## config.mk

```make
export PLATFORM = sky130hd
export DESIGN_NAME = outport_uart_tx_flat
export DESIGN_NICKNAME = d
export VERILOG_FILES = /design/src/rtl/outport_uart_tx_if.sv /design/src/rtl/outport_uart_tx.sv /design/src/flat_wrapper.sv
export SDC_FILE = /design/constraint.sdc
export NUM_CORES = 1
export LEC_CHECK = 0
export BUFFER_PORTS_ARGS = -buffer_cell sky130_fd_sc_hd__buf_2
export CAP_MARGIN = 20
export CORE_ASPECT_RATIO = 1.75
export CORE_MARGIN = 10
export CORE_UTILIZATION = 64
export CTS_BUF_LIST = sky130_fd_sc_hd__clkbuf_8
export DETAILED_ROUTE_END_ITERATION = 10
export PLACE_DENSITY_LB_ADDON = 0.2
export SLEW_MARGIN = 15
export SYNTH_ARGS = -nofsm -noshare
export SYNTH_HDL_FRONTEND = slang
export SYNTH_SLANG_ARGS = --single-unit
```

## constraint.sdc

```tcl
create_clock -name clock -period 5.4 [get_ports clock]
set_input_delay 0.81 -clock clock [delete_from_list [all_inputs] [get_ports clock]]
set_output_delay 0.81 -clock clock [all_outputs]
set_load 0.03 [all_outputs]
```

## src/rtl/outport_uart_tx_if.sv

```systemverilog
// Write bus from the CPU output port into the UART transmitter.
interface outport_uart_tx_if;
    logic        OutPortin;
    logic [31:0] OutPortData;

    modport master (output OutPortin, output OutPortData);
    modport slave  (input  OutPortin, input  OutPortData);
endinterface

```

## src/rtl/outport_uart_tx.sv

```systemverilog
// Queues CPU output-port words and streams each as four LSB-first UART bytes.
// Define OUTPORT_UART_PARITY_EN to add an even-parity bit to every frame.
module outport_uart_tx #(
    parameter int CLKS_PER_BIT = 434,
    parameter int FIFO_DEPTH   = 8,
    parameter int CNT_W        = 4
) (
    input  logic             clock,
    input  logic             clear,
    outport_uart_tx_if.slave i_port,
    output logic             tx,
    output logic             busy,
    output logic             fifo_full,
    output logic [CNT_W-1:0] fifo_count,
    output logic             overflow
);
    localparam int PW = (FIFO_DEPTH > 1) ? $clog2(FIFO_DEPTH) : 1;
    localparam int BW = (CLKS_PER_BIT > 1) ? $clog2(CLKS_PER_BIT) : 1;
    localparam logic [BW-1:0] BAUD_MAX = BW'(CLKS_PER_BIT - 1);

`ifdef OUTPORT_UART_PARITY_EN
    typedef enum logic [2:0] {IDLE, START, DATA, PARITY, STOP} state_t;
`else
    typedef enum logic [1:0] {IDLE, START, DATA, STOP} state_t;
`endif

    state_t          r_state;
    state_t          w_state_nxt;
    logic [1:0]      r_byte;
    logic [2:0]      r_bit;
    logic [BW-1:0]   r_baud;
    logic [31:0]     r_shift;
    logic [31:0]     r_mem [FIFO_DEPTH];
    logic [PW-1:0]   r_wptr;
    logic [PW-1:0]   r_rptr;
    logic [CNT_W-1:0] r_count;
    logic            r_overflow;

    logic            w_tick;
    logic            w_empty;
    logic            w_full;
    logic            w_pop;
    logic            w_push;
    logic [7:0]      w_cur;

    assign w_tick  = (r_baud == BAUD_MAX);
    assign w_empty = (r_count == '0);
    assign w_full  = (r_count == CNT_W'(FIFO_DEPTH));
    assign w_cur   = r_shift[{r_byte, 3'b000} +: 8];

    // A new word is loaded from IDLE, or at the end of the last stop bit
    // so consecutive words run without an idle gap.
    assign w_pop  = !w_empty &&
                    ((r_state == IDLE) ||
                     (r_state == STOP && w_tick && r_byte == 2'd3));
    assign w_push = i_port.OutPortin && (!w_full || w_pop);

    always_ff @(posedge clock) begin
        if (clear) r_state <= IDLE;
        else       r_state <= w_state_nxt;
    end

    always_comb begin
        w_state_nxt = r_state;
        unique case (r_state)
            IDLE:   if (w_pop) w_state_nxt = START;
            START:  if (w_tick) w_state_nxt = DATA;
`ifdef OUTPORT_UART_PARITY_EN
            DATA:   if (w_tick && r_bit == 3'd7) w_state_nxt = PARITY;
            PARITY: if (w_tick) w_state_nxt = STOP;
`else
            DATA:   if (w_tick && r_bit == 3'd7) w_state_nxt = STOP;
`endif
            STOP:   if (w_tick)
                        w_state_nxt = (r_byte != 2'd3 || w_pop) ? START : IDLE;
            default: w_state_nxt = IDLE;
        endcase
    end

    always_comb begin
        tx = 1'b1;
        unique case (r_state)
            START:  tx = 1'b0;
            DATA:   tx = w_cur[r_bit];
`ifdef OUTPORT_UART_PARITY_EN
            PARITY: tx = ^w_cur;
`endif
            default: tx = 1'b1;
        endcase
    end

    always_ff @(posedge clock) begin
        if (clear) begin
            r_byte  <= '0;
            r_bit   <= '0;
            r_baud  <= '0;
            r_shift <= '0;
        end else begin
            if (r_state == IDLE || w_tick) r_baud <= '0;
            else                           r_baud <= r_baud + 1'b1;
            if (w_pop) begin
                r_shift <= r_mem[r_rptr];
                r_byte  <= '0;
            end else if (r_state == STOP && w_tick) begin
                r_byte <= r_byte + 1'b1;
            end
            if (r_state == START)              r_bit <= '0;
            else if (r_state == DATA && w_tick) r_bit <= r_bit + 1'b1;
        end
    end

    always_ff @(posedge clock) begin
        if (w_push) r_mem[r_wptr] <= i_port.OutPortData;
    end

    always_ff @(posedge clock) begin
        if (clear) begin
            r_wptr     <= '0;
            r_rptr     <= '0;
            r_count    <= '0;
            r_overflow <= 1'b0;
        end else begin
            if (w_push) r_wptr <= r_wptr + 1'b1;
            if (w_pop)  r_rptr <= r_rptr + 1'b1;
            if (w_push && !w_pop)      r_count <= r_count + 1'b1;
            else if (w_pop && !w_push) r_count <= r_count - 1'b1;
            if (i_port.OutPortin && !w_push) r_overflow <= 1'b1;
        end
    end

    assign busy       = (r_state != IDLE) || !w_empty;
    assign fifo_full  = w_full;
    assign fifo_count = r_count;
    assign overflow   = r_overflow;
endmodule

```

## src/flat_wrapper.sv

```systemverilog
// flat-port wrapper written by rule: the top's interface ports become plain ports
module outport_uart_tx_flat 
#(
    parameter int CLKS_PER_BIT = 434,
    parameter int FIFO_DEPTH   = 8,
    parameter int CNT_W        = 4
)
  (clock, clear, tx, busy, fifo_full, fifo_count, overflow, i_port_OutPortin, i_port_OutPortData);
  outport_uart_tx_if i_port_i ();
  input  logic clock;
  input  logic clear;
  output logic tx;
  output logic busy;
  output logic fifo_full;
  output logic [CNT_W-1:0] fifo_count;
  output logic overflow;
  input wire logic [$bits(i_port_i.OutPortin)-1:0] i_port_OutPortin;
  input wire logic [$bits(i_port_i.OutPortData)-1:0] i_port_OutPortData;
  assign i_port_i.OutPortin = i_port_OutPortin;
  assign i_port_i.OutPortData = i_port_OutPortData;
  outport_uart_tx #(.CLKS_PER_BIT(CLKS_PER_BIT), .FIFO_DEPTH(FIFO_DEPTH), .CNT_W(CNT_W)) u_core (.clock(clock), .clear(clear), .i_port(i_port_i), .tx(tx), .busy(busy), .fifo_full(fifo_full), .fifo_count(fifo_count), .overflow(overflow));
endmodule
```

==> results of run 1 <==
-- how the worst max path moves through the flow --
stage	from	endpoint	slack, ns	depth (start not counted)
global placement	u_core.r_byte[0]$_SDFFE_PP0P_	u_core.fifo_count[3]$_SDFFE_PP0P_	1.92	14
CTS	u_core.r_byte[0]$_SDFFE_PP0P_	u_core.fifo_count[3]$_SDFFE_PP0P_	1.74	14
detailed placement	u_core.r_byte[0]$_SDFFE_PP0P_	u_core.fifo_count[3]$_SDFFE_PP0P_	1.75	14
floorplan	u_core.fifo_count[0]$_SDFFE_PP0P_	u_core.r_mem[2][0]$_DFFE_PP_	1.53	4
finish	u_core.r_byte[0]$_SDFFE_PP0P_	u_core.fifo_count[3]$_SDFFE_PP0P_	1.75	14
global route	u_core.r_byte[0]$_SDFFE_PP0P_	u_core.fifo_count[3]$_SDFFE_PP0P_	1.48	14
-- cell families after synthesis --
logic type	synth area share, %
mux	16.7
flops	72.1
fa+ha+maj	1.69
buf+inv	1.52
compound gates	3.03
simple gates	3.96
xor+xnor	0.997
-- placed cells by master, fill, tap and decap left out, types with 2 or more instances in the layout --
master    instances
edfxtp_1        256
mux4_2           71
dfxtp_1          56
nor2_1           53
mux2i_1          46
clkbuf_8         46
buf_2            42
a211oi_1         33
inv_1            25
ha_1             15
buf_4            12
nand2_1           9
a21oi_1           8
xnor2_1           7
xor2_1            7
clkinv_1          7
clkinv_2          7
nor3_1            6
nor2_4            5
nand3_1           4
nor3_2            4
o21ai_0           4
or3_1             3
and2_1            2
nand4b_1          2
nand2b_1          2
dfxtp_2           2
-- through the flow --
stage                     cell area, sq um  setup slack, ns  power [mW]  utilization, %  hold slack (ns)
final                                13600             1.75        5.92            71.5            0.468
after global placement               12800             1.92        4.30            67.3            0.446
after detailed placement             12800             1.75        4.35            67.3            0.462
after CTS                            13600             1.74        5.99            71.5            0.476
after floorplan                      12300             1.53        4.00               -            0.430
after global routing                 13600             1.48        6.23            71.5            0.499
-- critical path, stage by stage (launching register included) --
cell and delay [ns]:
dfxtp_1 0.69, ha_1 0.27, and2_1 0.19, a31oi_1 0.16
nor2_4 0.13, buf_4 0.52, inv_1 0.11, ha_1 0.23
inv_1 0.11, ha_1 0.24, a21o_1 0.17, a21oi_1 0.16
xnor2_1 0.09, or3_1 0.31, a21oi_1 0.16
-- cell type report --
cell class                      count  area (sq um)  area share, %
Tap cell                          241           302           2.22
Sequential cell                   315          8870           65.2
Inverter                            8          30.0          0.221
Clock buffer                       46           633           4.65
Timing Repair Buffer               54           300           2.21
Clock inverter                     32           155           1.14
Multi-Input combinational cell    300          3310           24.3
-- Yosys cell counts (all sizes together), types with 2 or more instances --
master  count
ha         15
a211oi     33
edfxtp    256
inv         8
nor3       10
nand4b      2
nand3       4
xnor2       7
dfxtp      59
nand2       9
nand2b      2
o21ai       4
a21oi       8
nor2       58
and2        2
mux4       71
or3         3
xor2        7
clkbuf     12
mux2i      46
buf        23
-- layer usage --
metal,vias up,wire length [microns]
li1,2766,-
met1,3134,8940
met2,142,12200
met3,48,932
met4,2,622
met5,-,8
-- power by group through the flow --
stage / clock [mW] / combinational [mW] / sequential (mW)
after floorplan: 0 / 1.03 / 2.97
after global placement: 0 / 1.25 / 3.05
after detailed placement: 0 / 1.29 / 3.06
after CTS: 1.69 / 1.29 / 3.01
after global routing: 1.80 / 1.40 / 3.03
final: 1.65 / 1.27 / 3.00
-- registers in the layout, indices dropped and copies added (netlist names), 3 cells and up --
| signal | flops |
|---|---|
| u_core.r_baud | 9 |
| u_core.r_wptr | 3 |
| u_core.r_mem | 256 |
| u_core.r_rptr | 3 |
| u_core.r_shift | 32 |
| u_core.fifo_count | 4 |
| u_core.r_bit | 3 |
==> run metrics, run 1 <==
status finished clean; Sink Count 315; Final Max Tran Viols 0; Area growth syn-to-layout 10.5%; Ys Warns 0; post-synth top area cell edfxtp_1; R2R depth 14; cells after synthesis approximately 660; GRT Util Overall 18.0%; min-delay src u_core.r_baud[0]$_SDFF_PP0_; DRT iter0 DRCs 353; sequential share of the synthesized area between 70% and 80%; Final setup viols 0; Setup Fix Bufs, Post-CTS 0; combinational fraction of design power 21.5%; post-route setup TNS 0 ns; Int Pwr 4.25 mW; via count 6,092; die area 0.0254 sq mm; CTS root buf clkbuf_8; IO Port Bufs 42; Power Dens Cells 435 mW/mm^2; Initial Util 64.7%; synthesized area 0.0123 sq mm; sw frac 28.3%; M2 GR Usage 31.8%; vias per inst 6.12; RSZ-0062 raised after global routing false; leakage power 4.47 nW; Switch Pwr about 1.7 mW; Post-Route WL about 23 mm; part of the cycle the worst path needs 67.6%; layer with the highest usage met2; Synth top area share approximately 62%; clk buf depth 3; total gr overflow 0; number of synthesized register bits 315; TritonRoute pass-1 iters 4; # placed instances 918; Seq pwr share 50.7%; Hold Fails Final Rpt 0; FF-to-FF setup slack approximately 1.7 ns; global-route wire length before repair between 30 and 40 mm; CTS clk-pin slew, worst paths ~0.070 ns; # rows between 60 and 70; synth unique cells 42; fillcell total 1,152; post-CTS resize count 0; RR Startpoint u_core.r_byte[0]$_SDFFE_PP0P_; CORE AREA about 0.019 sq mm; Hold Path Stages 1; predominant post-synthesis flop cell edfxtp_1; Global Route met3 Usage 3.12%; Max transition margin 36.6%; CP Launch Type flip-flop; Slew @ Worst Pin approximately 0.95 ns; Die X approximately 120 microns; Worst Hold End u_core.r_baud[0]$_SDFF_PP0_; Mapped Nets 709; CP Data Required Time 5.85 ns; Area contributors post-synth edfxtp_1 (62%), mux4_2 (13%), dfxtp_1 (9.6%); Final GP Congestion 0.816; CTS hold repair buffers 0; DRC errors left 0; largest net degree at the start of global routing 70; vias in the first global route about 6,500; Hold Path Class reg -> reg; EDFF count, synth 256; antenna cells 0; reg2reg end u_core.fifo_count[3]$_SDFFE_PP0P_; WL/cell between 20 and 25 microns; clock latency on the worst-skew pair 0.54 ns; met1 Use GR 21.3%; CTS tree done; H-Tree Depth 2; peak supply drop 0.412 mV; initial antenna violation count 1; CTS Buf Count 43; Post-Layout Cell Count 996; share of layout cells above drive strength 1 between 20% and 30%; FMAX 274 MHz; die height 203 microns; Clock Power Share 27.8%; Final min period between 3 and 4 ns; DP Wirelength roughly 13 mm; syn_area_per_cell between 15 and 20 sq um; crit-path max FO 69; Crit path arrival time 4.10 ns; Nets 773; clk_skew around 0.011 ns; Crit Path Class reg -> reg; max cap viols 0; ys async rst share 0%; Ports 43; critical path capture point type flip-flop; Detail Route Antenna Nets 0
Note: power is estimated with default switching activity, not from simulation.
==> inputs of run 2 (changes only) <==
clock period = 3.8 ns   (was 5.4 ns; I/O delays follow)
==> run 2 against run 1 <==
Against the previous run:
- sequential cell count unchanged
- worst hold slack lost 0.20 ns
- worst setup slack got worse by 1.2 ns
- clock power rose by 49%
- register-to-register slack worse by 1.2 ns
- total power increased by 45%
- final cell count up 0.40%
- cell area is 0.63% higher
- non-clock buffer count rose by 2
- first-iteration DRC count up 56%
- sequential power up 43%
- largest cell class unchanged
==> run metrics, run 2 (synthesis gave the netlist of run 1 again) <==
Final setup viols 0; Crit path max-delay family simple AND/OR/NAND/NOR gates; Nets between 700 and 800; share of layout cells above drive strength 1 26.7%; clk_skew roughly 0.020 ns; Largest Register u_core.r_mem; min-delay src i_port_OutPortData[27]; CP Data Required Time between 4 and 5 ns; Slowest-stage cell, CP or4b_4; Setup Fix Bufs, Post-CTS 0; DP Wirelength 13.3 mm; antenna cells 0; IO Port Bufs 42; post-CTS resize count 0; peak supply drop 0.612 mV; crit-path max cell delay 0.58 ns; Crit path depth 12; Final Max Tran Viols 0; TritonRoute pass-1 iters 4; Hold Fails Final Rpt 0; status finished clean; Die X 125 microns; Largest regs u_core.r_mem (256), u_core.r_shift (32), u_core.r_baud (9); Crit Path Class reg -> reg; RSZ-0062 raised after global routing false; Initial Util 64.7%; die area 0.0254 sq mm; CTS hold repair buffers 0; Detail Route Antenna Nets 0; WL/cell roughly 23 microns; Max transition margin between 30 and 40%; leakage power 4.49 nW; post-route setup TNS 0 ns; CP Launch Type flip-flop; max reg flops 256; Worst Hold End u_core.r_mem[0][27]$_DFFE_PP_; global-route wire length before repair about 37 mm; FMAX ~310 MHz; Sink Count between 300 and 400; Power Dens Cells about 630 mW/mm^2; most common cell after layout, fill and taps aside edfxtp_1; Hold Path Class in -> reg; CTS Buf Count between 40 and 50; CTS tree done; Post-Layout Cell Count 1,000; R2R depth 12; die height 203 microns; crit-path max FO 6; reg2reg end u_core.fifo_count[3]$_SDFFE_PP0P_; H-Tree Depth 2; Hold Path Stages 1; commonest non-fill, non-tap cells in the layout edfxtp_1 (256), mux4_2 (71), dfxtp_1 (56), nor2_1 (53), mux2i_1 (46); DRC errors left 0; RR Startpoint u_core.fifo_count[0]$_SDFFE_PP0P_; Buffers & Inverters on Critical Path 2; total gr overflow 0; final core occ 71.9%; worst-path cell chain or4b_4, a311oi_4, or2b_2, inv_1, ha_1, inv_1, ha_1, a21o_1, a21oi_1, xnor2_1, or3_1, a21oi_1; CTS root buf clkbuf_8; GRT Util Overall 18.6%; clock latency on the worst-skew pair 0.55 ns; Crit path arrival time 3.70 ns; total power 8.56 mW; setup slack after placement 0.590 ns; DRT iter0 DRCs 552; critical path capture point type flip-flop; Ports 43; CORE AREA 0.0190 sq mm; Final WS setup about 0.57 ns; vias per inst 6.15; Area growth syn-to-layout 11.2%; Slew @ Worst Pin 0.944 ns; via count between 6,000 and 7,000; # placed instances about 900; initial antenna violation count 0; Post-Route WL 23.1 mm; worst hold slack 0.272 ns; Final GP Congestion ~0.8; largest net degree at the start of global routing 69; part of the cycle the worst path needs 84.9%; final instance area 0.0137 sq mm; # rows 67; FF-to-FF setup slack 0.57 ns; vias in the first global route 6,545; CTS clk-pin slew, worst paths about 0.070 ns; max cap viols 0; dpl cell area 0.0129 sq mm; clk buf depth 3; Final min period about 3.2 ns
==> run 2: cell count changes in the layout (fill, tap and decap cells not counted), moves of 2 or more <==
cell      before  now
inv_1         25   20
clkinv_1       7   10
buf_12         0    2
clkbuf_8      46   44
clkinv_2       7    9
nor3_2         4    2
nor3_4         0    2
==> run 2: how the worst max path moves through the flow <==
stage                                              to  slack, ns                              start
floorplan                u_core.r_mem[2][0]$_DFFE_PP_      -0.07  u_core.fifo_count[0]$_SDFFE_PP0P_
global placement    u_core.fifo_count[3]$_SDFFE_PP0P_       0.75  u_core.fifo_count[0]$_SDFFE_PP0P_
detailed placement  u_core.fifo_count[3]$_SDFFE_PP0P_       0.59  u_core.fifo_count[0]$_SDFFE_PP0P_
CTS                 u_core.fifo_count[3]$_SDFFE_PP0P_       0.57  u_core.fifo_count[0]$_SDFFE_PP0P_
global route        u_core.fifo_count[3]$_SDFFE_PP0P_       0.32  u_core.fifo_count[0]$_SDFFE_PP0P_
finish              u_core.fifo_count[3]$_SDFFE_PP0P_       0.57  u_core.fifo_count[0]$_SDFFE_PP0P_
==> run 2: per-layer routing <==
metal  GRT usage (%)  share of wire [%]  up-vias
li1                -                  -     2786
met1            22.6                 40     3162
met2            32.2                 53      148
met3            3.17                4.3       52
met4            7.84                3.4        0
met5               0                  0        -
==> run 2: layout make-up <==
type                       instances  area [sq um]
fill                            1143          5340
tap                              241           302
timing repair buffer              56           340
clock buffer                      44           606
inverter                           8          30.0
sequential                       315          8870
clock inverter                    36           215
multi-input combinational        300          3320
==> run 2: where the power goes <==
part | total (mW) | internal (mW) | switching [mW]
Combinational | 1.83 | 0.841 | 0.987
Sequential | 4.28 | 4.02 | 0.254
Clock | 2.46 | 1.23 | 1.22
Total | 8.56 | 6.10 | 2.46
